**config.mk**
```make
export PLATFORM = sky130hd
export DESIGN_NAME = wtime_calc_flat
export DESIGN_NICKNAME = d
export VERILOG_FILES = /design/src/rtl/wtime_if.sv /design/src/rtl/wtime_calc.sv /design/src/flat_wrapper.sv
export SDC_FILE = /design/constraint.sdc
export NUM_CORES = 1
export LEC_CHECK = 0
export ABC_AREA = 1
export BUFFER_PORTS_ARGS = -buffer_cell sky130_fd_sc_hd__buf_4
export CAP_MARGIN = 20
export CELL_PAD_IN_SITES_DETAIL_PLACEMENT = 0
export CELL_PAD_IN_SITES_GLOBAL_PLACEMENT = 1
export CORE_UTILIZATION = 46
export CTS_CLUSTER_SIZE = 10
export DETAILED_ROUTE_END_ITERATION = 16
export PLACE_DENSITY = 0.84
export SLEW_MARGIN = 15
export SYNTH_ARGS = -nofsm -noshare
export SYNTH_HDL_FRONTEND = slang
export SYNTH_SLANG_ARGS = --single-unit
```
**constraint.sdc**
```tcl
create_clock -name clk -period 1.85 [get_ports clk]
set_input_delay 0.0925 -clock clk [delete_from_list [all_inputs] [get_ports clk]]
set_output_delay 0.0925 -clock clk [all_outputs]
set_load 0.02 [all_outputs]
```
**src/rtl/wtime_if.sv**
```systemverilog
// Request/result bundle for wtime_calc: valid/ready request carrying the
// queue and teller counts, plus the waiting-time result with its done pulse.
interface wtime_if #(
  parameter int N  = 3,
  parameter int T  = 2,
  parameter int WW = 5
);
  logic          req_valid;
  logic          req_ready;
  logic [N-1:0]  pcount;
  logic [T-1:0]  tcount;
  logic [WW-1:0] wtime;
  logic          done;
  logic          busy;

  modport master (
    output req_valid, pcount, tcount,
    input  req_ready, wtime, done, busy
  );

  modport slave (
    input  req_valid, pcount, tcount,
    output req_ready, wtime, done, busy
  );
endinterface

```
**src/rtl/wtime_calc.sv**
```systemverilog
// Waiting-time estimator: wtime = TSERV*(pcount+tcount-1)/tcount via an iterative
// restoring divider. Optional macro WTIME_AUTO_EN self-issues requests on input change.
module wtime_calc #(
  parameter int N     = 3,
  parameter int T     = 2,
  parameter int TSERV = 3,
  parameter int WW    = 5
) (
  input  logic   clk,
  input  logic   rst_n,
  wtime_if.slave bus
);
  localparam int NW = N + T + 4;
  localparam int CW = $clog2(NW);

  typedef enum logic [1:0] {IDLE, DIV, DONE} state_e;

  state_e          state_q, state_d;
  logic [T-1:0]    t_q, t_d;
  logic [NW-1:0]   num_q, num_d;   // numerator, quotient bits shift in at the LSB
  logic [T:0]      rem_q, rem_d;
  logic [CW-1:0]   cnt_q, cnt_d;
  logic [WW-1:0]   wtime_q, wtime_d;
  logic            done_q, done_d;
`ifdef WTIME_AUTO_EN
  logic [N-1:0]    p_q, p_d;
  logic            first_q, first_d;
`endif

  logic            start;
  logic [N+T-1:0]  sum;
  logic [NW-1:0]   prod;
  logic [T:0]      rem_sh;
  logic            qbit;
  logic [NW+WW-1:0] quo_ext;

  // NOTE: every signal driven here gets a default first, so no path can infer a latch.
  always_comb begin
    state_d = state_q;
    t_d     = t_q;
    num_d   = num_q;
    rem_d   = rem_q;
    cnt_d   = cnt_q;
    wtime_d = wtime_q;
    done_d  = 1'b0;
`ifdef WTIME_AUTO_EN
    p_d     = p_q;
    first_d = first_q;
    start   = (state_q == IDLE) &&
              (bus.req_valid || first_q || ({bus.tcount, bus.pcount} != {t_q, p_q}));
`else
    start   = (state_q == IDLE) && bus.req_valid;
`endif

    // t >= 1 whenever this feeds the divider, so the subtraction never wraps
    sum     = {{T{1'b0}}, bus.pcount} + {{N{1'b0}}, bus.tcount} - (N+T)'(1);
    prod    = NW'(TSERV) * {{(NW-N-T){1'b0}}, sum};
    rem_sh  = {rem_q[T-1:0], num_q[NW-1]};
    qbit    = (rem_sh >= {1'b0, t_q});
    quo_ext = {{WW{1'b0}}, num_q};

    unique case (state_q)
      IDLE: begin
        if (start) begin
          t_d   = bus.tcount;
          rem_d = '0;
          cnt_d = CW'(NW-1);
`ifdef WTIME_AUTO_EN
          p_d     = bus.pcount;
          first_d = 1'b0;
`endif
          if (bus.tcount == '0) begin
            num_d   = '0;
            state_d = DONE;
          end else begin
            num_d   = prod;
            state_d = DIV;
          end
        end
      end
      DIV: begin
        rem_d = qbit ? (rem_sh - {1'b0, t_q}) : rem_sh;
        num_d = {num_q[NW-2:0], qbit};
        cnt_d = cnt_q - CW'(1);
        if (cnt_q == '0) state_d = DONE;
      end
      DONE: begin
        done_d  = 1'b1;
        wtime_d = (|(quo_ext >> WW)) ? '1 : quo_ext[WW-1:0];
        state_d = IDLE;
      end
      default: state_d = IDLE;
    endcase
  end

  // NOTE: state is updated with non-blocking assignments so all flops sample together.
  always_ff @(posedge clk or negedge rst_n) begin
    if (!rst_n) begin
      state_q <= IDLE;
      t_q     <= '0;
      num_q   <= '0;
      rem_q   <= '0;
      cnt_q   <= '0;
      wtime_q <= '0;
      done_q  <= 1'b0;
`ifdef WTIME_AUTO_EN
      p_q     <= '0;
      first_q <= 1'b1;
`endif
    end else begin
      state_q <= state_d;
      t_q     <= t_d;
      num_q   <= num_d;
      rem_q   <= rem_d;
      cnt_q   <= cnt_d;
      wtime_q <= wtime_d;
      done_q  <= done_d;
`ifdef WTIME_AUTO_EN
      p_q     <= p_d;
      first_q <= first_d;
`endif
    end
  end

  assign bus.req_ready = (state_q == IDLE);
  assign bus.busy      = (state_q == DIV);
  assign bus.wtime     = wtime_q;
  assign bus.done      = done_q;
endmodule

```
**src/flat_wrapper.sv**
```systemverilog
// flat-port wrapper written by rule: the top's interface ports become plain ports
module wtime_calc_flat 
#(
  parameter int N     = 3,
  parameter int T     = 2,
  parameter int TSERV = 3,
  parameter int WW    = 5
)
  (clk, rst_n, bus_req_valid, bus_pcount, bus_tcount, bus_req_ready, bus_wtime, bus_done, bus_busy);
  wtime_if #(.N(N), .T(T), .WW(WW)) bus_i ();
  input  logic clk;
  input  logic rst_n;
  input wire logic [$bits(bus_i.req_valid)-1:0] bus_req_valid;
  input wire logic [$bits(bus_i.pcount)-1:0] bus_pcount;
  input wire logic [$bits(bus_i.tcount)-1:0] bus_tcount;
  output wire logic [$bits(bus_i.req_ready)-1:0] bus_req_ready;
  output wire logic [$bits(bus_i.wtime)-1:0] bus_wtime;
  output wire logic [$bits(bus_i.done)-1:0] bus_done;
  output wire logic [$bits(bus_i.busy)-1:0] bus_busy;
  assign bus_i.req_valid = bus_req_valid;
  assign bus_i.pcount = bus_pcount;
  assign bus_i.tcount = bus_tcount;
  assign bus_req_ready = bus_i.req_ready;
  assign bus_wtime = bus_i.wtime;
  assign bus_done = bus_i.done;
  assign bus_busy = bus_i.busy;
  wtime_calc #(.N(N), .T(T), .TSERV(TSERV), .WW(WW)) u_core (.clk(clk), .rst_n(rst_n), .bus(bus_i));
endmodule
```
# --- After elaboration in Yosys (flattened, before gate mapping) ---
# Cells that the tools add are included.
word_totals:
  inputBits: 8
  word_cells: 40
  ff_bits: 25
  output_inout_bits: 8
classes:
  n_eq_ne: 4
  add_sub_neg: 4
  n_reduce_logical: 9
  multipliers: 1
  magnitude_cmp: 1
  muxes: 14
op_table:
  columns: ["operator", "count"]
  rows:
  - ["case mux 9 bit (2 select lines)", 1]
  - ["2-to-1 mux 2 bit", 5]
  - ["2-to-1 mux 9 bit", 1]
  - ["case mux 2 bit (2 select lines)", 2]
  - ["case mux 4 bit (2 select lines)", 1]
  - ["multiplier 2 x 5 -> 7 bit (first input constant)", 1]
  - ["2-to-1 mux 7 bit", 1]
  - ["AND reduction 2 bit", 3]
  - ["2-to-1 mux 5 bit", 1]
  - ["subtractor 5 x 1 -> 5 bit (second input constant)", 1]
  - ["adder 3 x 2 -> 4 bit", 1]
  - ["zero test 2 bit", 2]
  - ["zero test 4 bit", 1]
  - ["2-to-1 mux 4 bit", 1]
  - ["!= test 2 x 1 -> 1 bit (second input constant)", 2]
  - ["OR reduction 4 bit", 1]
  - ["subtractor 4 x 1 -> 4 bit (second input constant)", 1]
  - [">= comparator 3 x 2 -> 1 bit", 1]
  - ["equality test 2 x 1 -> 1 bit (second input constant)", 1]
  - ["equality test 2 bit (second input constant)", 1]
  - ["nonzero test 2 bit", 1]
  - ["subtractor 2 bit", 1]
  - ["logical AND 1 bit", 1]
  - ["2-to-1 mux 1 bit", 1]

# --- Longest topological paths before layout ---
# Gate-level depths: netlist (run 1).
depth:
  word_depth: 6
  ltp_mapped: 17

# --- Worst setup path before layout (run 1) ---
# No wires, ideal clock.
synth_timing:
  path_type: "input to register"
  start: "input port bus_tcount[0]"
  end: "register u_core.num_q[6]"
  arrival_ps: 2139
  setup_ps: 121
  path_buffers: 0
  stages: 11
  required_ps: 1729
  setup_slack_ps: -411
  path_cell_list: "ha_1 -> inv_1 -> fa_1 -> ha_1 -> xor2_1 -> ha_1 -> or2_2 -> nand3_1 -> nand2_1 -> nand2_1 -> nand2_1"
synth_between:
  elab_chain_len: 6
  word_cells_on_any_way: 7
synth_lines:
  columns: ["element", "line_no", "source"]
  rows:
  - ["start: declaration", "flat_wrapper.sv:15", "input wire logic [$bits(bus_i.tcount)-1:0] bus_tcount;"]
  - ["adder 3 x 2 -> 4 bit", "wtime_calc.sv:56", "sum = {{T{1'b0}}, bus.pcount} + {{N{1'b0}}, bus.tcount} - (N+T)'(1);"]
  - ["subtractor 5 x 1 -> 5 bit", "wtime_calc.sv:56", null]
  - ["multiplier 2 x 5 -> 7 bit", "wtime_calc.sv:57", "prod = NW'(TSERV) * {{(NW-N-T){1'b0}}, sum};"]
  - ["2-to-1 mux 7 bit *", "wtime_calc.sv:72", "if (bus.tcount == '0) begin"]
  - ["2-to-1 mux 9 bit *", "wtime_calc.sv:64", "if (start) begin"]
  - ["case mux 9 bit (2 select lines) *", "wtime_calc.sv:62", "unique case (state_q)"]
  - ["end signal: assignment", "wtime_calc.sv:113", "num_q <= num_d;"]
  - ["end: declaration", "wtime_calc.sv:20", "logic [NW-1:0] num_q, num_d;"]
# Every way passes the cells marked *; elsewhere a longest branch is shown, timed or not. The select of a mux whose other input is x is not followed.
# A chain may end at the register's enable or synchronous reset.

# --- Worst setup path after layout (run 1) ---
layout_timing:
  start: "input port bus_tcount[0]"
  end: "register u_core.num_q[4]"
# The elaborated chain is that of the path after synthesis.

==> results of run 1 <==
[worst max-delay path by stage]
stage | start | endpoint | slack, ps | cells after the start
floorplan | bus_tcount[0] | u_core.num_q[4] | -140 | 11
global route | bus_tcount[0] | u_core.num_q[6] | -20 | 14
global placement | bus_tcount[0] | u_core.num_q[4] | -270 | 14
finish | bus_tcount[0] | u_core.num_q[4] | 60 | 14
detailed placement | bus_tcount[0] | u_core.num_q[4] | -340 | 14
CTS | bus_tcount[0] | u_core.num_q[4] | 20 | 14
[cells by family (layout without fill, tap and decap cells)]
group	count (synthesis)	after routing	synth area share, %
AND/OR/NAND/NOR	92	92	26.99
buffers and inverters	27	58	7.685
flip-flops	25	25	43.67
AO/OA/AOI/OAI	21	21	8.034
adder cells (fa/ha/maj)	13	13	12.40
XOR/XNOR	2	2	1.223
[where the power goes]
part	internal, mW	switching, mW
clock	0.0825	0.166
combinational	0.565	0.851
sequential	0.795	0.157
total	1.44	1.17
[cells in the mapped netlist (all sizes together)]
cell type | count | area, um^2
nand4 | 2 | 12.51
nor2 | 13 | 58.81
a21oi | 3 | 15.01
nand2 | 61 | 234.0
buf | 2 | 16.26
inv | 25 | 93.84
o21ai | 13 | 65.06
nor3 | 2 | 10.01
ha | 11 | 137.6
xor2 | 2 | 17.52
nand3 | 13 | 65.06
o22ai | 2 | 12.51
or2 | 1 | 6.260
fa | 2 | 40.04
dfrtp | 25 | 625.6
a22oi | 3 | 22.52
[cell type report]
| type | instances | area, um^2 |
|---|---|---|
| clock inverter | 1 | 7.507 |
| sequential | 25 | 625.6 |
| tap | 31 | 38.79 |
| multi-input combinational | 128 | 792.0 |
| timing repair buffer | 29 | 231.5 |
| fill | 273 | 1041 |
| inverter | 25 | 93.84 |
| clock buffer | 3 | 22.52 |
[registers in the layout (all words and copies together), names as in the netlist]
signal and count:
u_core.state_q 2, u_core.t_q 2, u_core.num_q 9, u_core.bus.wtime 5, u_core.cnt_q 4, u_core.bus.done 1
u_core.rem_q 2
[layout by cell type (no fill, tap or decap)]
master	synthesis	final
buf_6	1	1
a21oi_1	3	3
ha_4	0	3
nor3_4	0	1
nor2_2	1	1
nand2_2	2	3
nand2_4	0	1
clkbuf_4	0	3
buf_4	0	26
inv_2	1	3
nand3_1	13	11
ha_1	11	8
or2_4	0	1
nor2_4	1	1
xor2_1	2	1
nand4_1	2	2
a22oi_1	3	3
clkinvlp_4	0	1
nor3_1	2	1
dlygate4sd3_1	0	1
nand3_2	0	2
fa_2	0	2
xor2_4	0	1
buf_8	0	1
o21ai_0	13	13
nor2_1	11	11
inv_1	24	22
o22ai_1	2	2
dfrtp_1	25	25
nand2_1	59	57
[metal layers]
layer  up-vias  track usage [%]  part of all wire [%]
met5         -                0                     0
met4         0            5.102                   1.2
met3         4            2.679                   2.1
met2        19            34.81                    53
met1       572            25.40                    43
li1        636                -                     -
[stage by stage]
step | setup WS [ps] | hold slack [ps]
global route | -23.70 | 96.78
floorplan | -135.8 | -203.1
finish | 62.54 | 67.26
global placement | -271.1 | 7.244
CTS | 20.93 | 86.14
detailed placement | -341.9 | 12.17
[timing repair]
| action | in CTS | in global routing |
|---|---|---|
| hold buffers | 1 | 0 |
| endpoints found under the hold margin | 25 | 0 |
| setup endpoints to repair | 0 | 3 |
| resized for setup | 0 | 8 |
| buffers inserted | 0 | 1 |
[worst register-to-register path, stage by stage, from the launching register on]
cell     delay [ps]
dfrtp_1         430
ha_1            330
nand2_1         130
nand3_1         110
nand2_1          80
nand3_1          70
==> results.yml, run 1 <==
hold_path:
  hold_depth: 4
  hold_path.class: "in2reg"
  min_to: "u_core.t_q[0]"
  worstHoldStart: "bus_tcount[0]"
route:
  drc: 0
  post_drt_wl_per_cell_um: 11.93
  vias: 1231
  drtIter0Drc: 40
  wl_mm: 2.888
  dr.pass1.iters: 4
  viasPerCell: 5.087
  drtAntennaViolNets: 0
clock_network:
  cts_tree: "built"
  clock_sinks: 25
  h-tree-depth: 1
  clk_path_buf_depth: 2
  numCtsBuffers: 3
  clk_latency_ps: 320
  cts-root-buf: "clkbuf_4"
  clk_pin_slew_worst_paths_ps: 140
critical_path:
  rrSetupSlack_ps: 590
  crit_type: "in2reg"
  startpoint_type: "primary input"
  critPathMaxStageDelay_ps: 570
  worstPathMaxFanout: 3
  critPathBufInv: 3
  crit-reg2reg-capture: "u_core.num_q[0]"
  crit_chain: "buf_6 > ha_4 > inv_2 > fa_2 > inv_2 > nor3_4 > nand2_1 > nand2_2 > ha_4 > or2_4 > nand2_1 > nand2_1 > nand3_2 > nand2_1"
  critPathTopFamily: "adder cells"
  reg2reg_depth: 5
  r2r-start: "u_core.rem_q[0]"
  crit_path_end_kind: "flop"
  slowest_stage: "fa_2"
  crit_top_cell: "nand2_1"
  cp_data_arrival_time_ps: 2010
  cp.required_ps: 2070
layout:
  diodes: 0
  instances_no_fill: 242
  final_util_pct: 63.51
  synthToLayoutAreaGrowth_pct: 26.46
  layout-drive-gt1-share_pct: 24.17
  finalInstanceArea_um2: 1812
  nNetsFinal: 233
placement:
  dp_hpwl_mm: 2.331
  port_buffers: 15
  dp.cells: 236
  gp_congestion: 0.7925
  place_area_um2: 1734
floorplanning:
  die_y_um: 57.81
  boundaryPins: 16
  core_area_um2: 2853
  die_area_um2: 3341
  num_rows: 19
  initial_core_util_pct: 50.22
  die_x_um: 57.81
global_routing:
  grt_pass1_wl_mm: 5.085
  grtUsageTotal_pct: 19.69
  antenna_found_initial: 0
  grt_max_degree: 26
  grt_pass1_vias: 1173
  grt_overflow_total: 0
sta:
  setup-tns-final_ps: 0
  worst_clock_skew_ps: 3.175
  fin_crit_sh_pct: 96.62
  period_minus_slack_ps: 1787
  setup_viol: 0
  hold_violations: 0
  fmax_mhz: 559.5
  rsz0062_at_grt: "yes"
  relSlewSlack_pct: 74.89
  drv_slew: 0
  tightest_slew_ps: 375.2
power_and_ir_drop:
  power.total_mw: 2.616
  pwr_density_cell_nw_per_um2: 1444
  ir_worst_vdd_uv: 767.2
  p_leak_nw: 0.9478
yosys:
  synthCells: 180
  yosysUniqueCellTypes: 21
  seq_area_frac_synth_pct: 43.67
  avgSynthCellArea_um2: 7.959
  syn-num-nets: 201
  ys_ff_latch: 25
  synth_warnings: 0
  syn_area_um2: 1433
flow_run:
  cap_violations: 0
outcome:
  outcome: "completed"
No activity file was read; power rests on OpenSTA's default activity.
==> inputs of run 2 (changes only) <==
--- a/config.mk
+++ b/config.mk
@@ -13,6 +13,7 @@
 export CORE_UTILIZATION = 46
 export CTS_CLUSTER_SIZE = 10
 export DETAILED_ROUTE_END_ITERATION = 16
+export MAX_ROUTING_LAYER = met4
 export PLACE_DENSITY = 0.84
 export SLEW_MARGIN = 15
 export SYNTH_ARGS = -nofsm -noshare
==> run 2 against run 1 <==
Net effect: clock skew increased by 0.56 ps; clock power about the same; first-iteration DRC count unchanged; non-clock buffer count unchanged; via count hardly changed; worst setup slack better by 0.89 ps; maximum frequency hardly changed; global-route usage is 0.61 points higher; design area unchanged; register-to-register slack about the same; sequential power is essentially flat; flip-flop and latch count did not move; largest power group unchanged.
==> results.yml, run 2 (synthesis results as in run 1) <==
layout:
  layout_commonest_cell: "nand2_1"
  final.fill_count: 273
  regMostFlops: "u_core.num_q"
  layout-drive-gt1-share_pct: 24.17
  mostFrequentLayoutCells: "57 x nand2_1, 26 x buf_4, 25 x dfrtp_1"
  finalInstanceArea_um2: 1812
  diodes: 0
  final_util_pct: 63.51
  largest_reg_flops: 9
  nNetsFinal: 233
  synthToLayoutAreaGrowth_pct: 26.46
sta:
  setup_viol: 0
  tightest_slew_ps: 378.5
  rsz0062_at_grt: "yes"
  drv_slew: 0
  worst_clock_skew_ps: 3.736
  hold_violations: 0
  fmax_mhz: 559.7
  fin_crit_sh_pct: 96.57
  period_minus_slack_ps: 1787
  worst_slack_ps: 63.43
  relSlewSlack_pct: 74.68
floorplanning:
  num_rows: 19
  core_area_um2: 2853
  die_area_um2: 3341
  die_x_um: 57.81
  die_y_um: 57.81
  boundaryPins: 16
  initial_core_util_pct: 50.22
critical_path:
  worstPathMaxFanout: 3
  crit_path_end_kind: "flop"
  cp.required_ps: 2070
  crit_type: "in2reg"
  cp_data_arrival_time_ps: 2010
  startpoint_type: "primary input"
placement:
  gp_congestion: 0.8037
  dp_hpwl_mm: 2.331
  place_area_um2: 1734
  port_buffers: 15
  pre_cts_ws_ps: -341.9
power_and_ir_drop:
  power.total_mw: 2.624
  p_leak_nw: 0.9478
  pwr_density_cell_nw_per_um2: 1449
  ir_worst_vdd_uv: 767.3
global_routing:
  grt_overflow_total: 0
  use_met2_pct: 34.81
  antenna_found_initial: 0
  grtUsageTotal_pct: 20.29
  busiest_layer: "met2"
  grt_pass1_vias: 1172
  grt_pass1_wl_mm: 5.085
  grt_max_degree: 26
  gr-usage-met3_pct: 2.679
  use_met1_pct: 25.40
hold_path:
  hold_path.class: "in2reg"
clock_network:
  h-tree-depth: 1
  cts-root-buf: "clkbuf_4"
  cts_tree: "built"
  clk_latency_ps: 320
  clk_path_buf_depth: 2
  clock_sinks: 25
  clk_pin_slew_worst_paths_ps: 140
  numCtsBuffers: 3
route:
  viasPerCell: 5.091
  vias: 1232
  drtAntennaViolNets: 0
  drc: 0
  post_drt_wl_per_cell_um: 12.03
  drtIter0Drc: 40
  dr.pass1.iters: 4
  wl_mm: 2.911
flow_run:
  cap_violations: 0
outcome:
  outcome: "completed"
-- run 2: cell counts in the layout (fill, tap and decap cells not counted) --
Identical to the previous run, type by type.
-- run 2: area by class of cell --
type	instances	area (um^2)	area share, %
flip-flops and latches	25	625.6	34.53
clock buffers	3	22.52	1.243
multi-input cells	128	792.0	43.72
repair buffers	29	231.5	12.78
well taps	31	38.79	2.141
inverters	25	93.84	5.180
clock inverters	1	7.507	0.4144
-- run 2: final timing paths --
kind                            cells after the start  slack [ps]             endpoint           startpoint
worst max register to register                      7         580      u_core.rem_q[0]      u_core.num_q[8]
worst min-delay path                                4          70        u_core.t_q[0]        bus_tcount[0]
worst min register to register                      2         500  u_core.bus.wtime[1]  u_core.bus.wtime[1]
min in group asynchronous                           2         190      u_core.bus.done                rst_n
max in group asynchronous                           2        1420        u_core.t_q[0]                rst_n
worst max-delay path                               14          60      u_core.num_q[4]        bus_tcount[0]
-- run 2: metrics by stage --
stage               hold slack [ps]  std cells  setup TNS (ps)
floorplan                    -203.1        180          -312.2
global placement              7.244        236          -956.6
detailed placement            12.17        236           -1215
CTS                           86.14        241               0
global route                  96.78        242          -40.32
finish                        67.58        242               0
-- run 2: report_power, final --
group,switching [mW],internal (mW),total [mW]
Clock,0.166,0.0825,0.249
Sequential,0.157,0.795,0.952
Combinational,0.859,0.565,1.42
Total,1.18,1.44,2.62
-- run 2: worst max-delay path, cell delays in order --
cell and delay [ps]:
buf_6 80, ha_4 120, inv_2 30, fa_2 570, inv_2 60, nor3_4 190
nand2_1 80, nand2_2 100, ha_4 210, or2_4 260, nand2_1 60, nand2_1 60
nand3_2 50, nand2_1 40
-- run 2: layer usage --
| layer | vias up | part of all wire [%] |
|---|---|---|
| met3 | 4 | 1.8 |
| met5 | - | 0 |
| met1 | 576 | 45 |
| li1 | 635 | - |
| met4 | 0 | 1.2 |
| met2 | 17 | 52 |
-- run 2: what timing repair did --
item,in CTS,in global routing
hold endpoints to repair,25,0
gates resized for setup,0,8
setup endpoints to repair,0,3
setup buffers,0,1
hold buffers,1,0
==> inputs of run 3 (changes only) <==
--- a/config.mk
+++ b/config.mk
@@ -10,11 +10,11 @@
 export CAP_MARGIN = 20
 export CELL_PAD_IN_SITES_DETAIL_PLACEMENT = 0
 export CELL_PAD_IN_SITES_GLOBAL_PLACEMENT = 1
-export CORE_UTILIZATION = 46
+export CORE_UTILIZATION = 42
 export CTS_CLUSTER_SIZE = 10
 export DETAILED_ROUTE_END_ITERATION = 16
 export MAX_ROUTING_LAYER = met4
-export PLACE_DENSITY = 0.84
+export PLACE_DENSITY = 0.78
 export SLEW_MARGIN = 15
 export SYNTH_ARGS = -nofsm -noshare
 export SYNTH_HDL_FRONTEND = slang
==> constraint.sdc (replaced) <==
create_clock -name clk -period 2.05 [get_ports clk]
set_input_delay 0.1025 -clock clk [delete_from_list [all_inputs] [get_ports clk]]
set_output_delay 0.1025 -clock clk [all_outputs]
set_load 0.02 [all_outputs]
==> run 3 against run 2 <==
Net effect: utilization shrank 8.1 points; first-iteration DRC count stayed put; worst setup slack better by 100 ps; worst hold slack gained 27 ps; non-clock buffer count down 4; wire length is 4.7% lower; flip-flop and latch count stayed put; die area increased by 9.2%; register-to-register slack better by 180 ps; combinational power decreased by 13%; critical path type unchanged.
==> results.yml, run 3 (synthesis results as in run 1) <==
clock_network:
  clk_latency_ps: 310
  postCtsSetupRepairBufs: 0
  cts-root-buf: "clkbuf_4"
  clock_sinks: 25
  numCtsBuffers: 3
  clk_path_buf_depth: 2
  h-tree-depth: 1
  cts_tree: "built"
  clk_pin_slew_worst_paths_ps: 120
sta:
  fin_crit_sh_pct: 91.94
  fin_hold_ws_ps: 94.34
  hold_violations: 0
  fmax_mhz: 530.5
  drv_slew: 0
  rsz0062_at_grt: "no"
  setup_viol: 0
  worst_clock_skew_ps: 4.598
  relSlewSlack_pct: 75.04
  period_minus_slack_ps: 1885
  tightest_slew_ps: 373.0
layout:
  synthToLayoutAreaGrowth_pct: 21.92
  regMostFlops: "u_core.num_q"
  final_util_pct: 55.40
  mostFrequentLayoutCells: "57 x nand2_1, 25 x dfrtp_1, 24 x inv_1, 24 x buf_4"
  largest_reg_flops: 9
  nNetsFinal: 229
  layout_commonest_cell: "nand2_1"
  finalInstanceArea_um2: 1747
  diodes: 0
  instances_no_fill: 251
  layout-drive-gt1-share_pct: 19.32
critical_path:
  startpoint_type: "primary input"
  crit_path_end_kind: "flop"
  crit_type: "in2reg"
  r2r-start: "u_core.state_q[0]"
  worstPathMaxFanout: 3
  cp.required_ps: 2260
  crit-reg2reg-capture: "u_core.cnt_q[1]"
  rrSetupSlack_ps: 760
  cp_data_arrival_time_ps: 2100
  reg2reg_depth: 4
floorplanning:
  initial_core_util_pct: 45.44
  die_area_um2: 3649
  core_area_um2: 3153
  boundaryPins: 16
  die_x_um: 60.41
  die_y_um: 60.41
  num_rows: 20
hold_path:
  hold_path.class: "in2reg"
  worstHoldStart: "bus_tcount[0]"
  hold_depth: 4
  min_to: "u_core.t_q[0]"
outcome:
  outcome: "completed"
route:
  viasPerCell: 4.793
  dr.pass1.iters: 4
  wl_mm: 2.774
  drtIter0Drc: 40
  post_drt_wl_per_cell_um: 11.05
  vias: 1203
  drtAntennaViolNets: 0
  drc: 0
power_and_ir_drop:
  ir_worst_vdd_uv: 502.0
  p_leak_nw: 0.9226
  pwr_density_cell_nw_per_um2: 1324
global_routing:
  grt_pass1_wl_mm: 4.871
  grt_max_degree: 26
  grt_overflow_total: 0
  antenna_found_initial: 0
  grtUsageTotal_pct: 18.73
  grt_pass1_vias: 1137
placement:
  place_area_um2: 1708
  dp_hpwl_mm: 2.218
  port_buffers: 15
  dp.cells: 246
  gp_congestion: 0.8066
flow_run:
  cap_violations: 0
-- run 3: cell count changes in the layout (fill, tap and decap cells not counted), moves of 2 or more --
cell / change
inv_2: -2
nand3_2: -2
buf_4: -2
inv_1: +2
nand3_1: +2
-- run 3: metal layers --
metal	global-route usage, %	routed length, um
met2	31.24	1334
met1	23.02	1352
met5	-	0
met3	1.919	48
met4	7.973	38
-- run 3: worst max-delay path by stage --
| stage | cells past startpoint | slack [ps] | endpoint | from |
|---|---|---|---|---|
| 6_report | 14 | 170 | u_core.num_q[6] | bus_tcount[0] |
| 5_1_grt | 14 | 30 | u_core.num_q[4] | bus_tcount[0] |
| 4_1_cts | 14 | 180 | u_core.num_q[6] | bus_tcount[0] |
| 3_5_place_dp | 14 | -170 | u_core.num_q[6] | bus_tcount[0] |
| 3_3_place_gp | 10 | -140 | u_core.num_q[3] | bus_tcount[0] |
| 2_1_floorplan | 11 | 0.5 | u_core.num_q[6] | bus_tcount[0] |
-- run 3: layout make-up --
class | count | area [um^2]
tap | 44 | 55.05
clock buffer | 4 | 26.28
sequential | 25 | 625.6
fill | 332 | 1406
timing repair buffer | 25 | 190.2
inverter | 25 | 93.84
multi-input combinational | 128 | 755.7
-- run 3: what timing repair did --
item	CTS	global route
resized for setup	0	1
hold buffers	1	0
endpoints found under the setup margin	0	1
hold endpoints to repair	25	0
-- run 3: critical path, cell delays in order --
cell and delay [ps]:
buf_4 90, ha_1 150, inv_1 60, fa_2 580
inv_1 70, nor3_2 200, nand2_1 100, nand2_2 90
ha_4 200, or2_4 230, nand3_1 80, nand2_1 50
nand2_1 50, nand2_1 40
-- run 3: through the flow --
stage / setup WS [ps] / TNS, ps / total power [mW]
6_report: 165.1 / 0 / 2.313
5_1_grt: 31.90 / 0 / 2.571
4_1_cts: 178.0 / 0 / 2.343
3_5_place_dp: -171.4 / -589.3 / 2.117
3_3_place_gp: -137.8 / -443.5 / 2.058
2_1_floorplan: 0.5358 / 0 / 1.752
-- run 3: power by group --
part           leakage (nW)  switching [mW]  internal [mW]
sequential            0.315           0.148          0.718
combinational         0.593           0.746          0.490
clock                0.0150           0.136         0.0761
total                 0.923            1.03           1.28
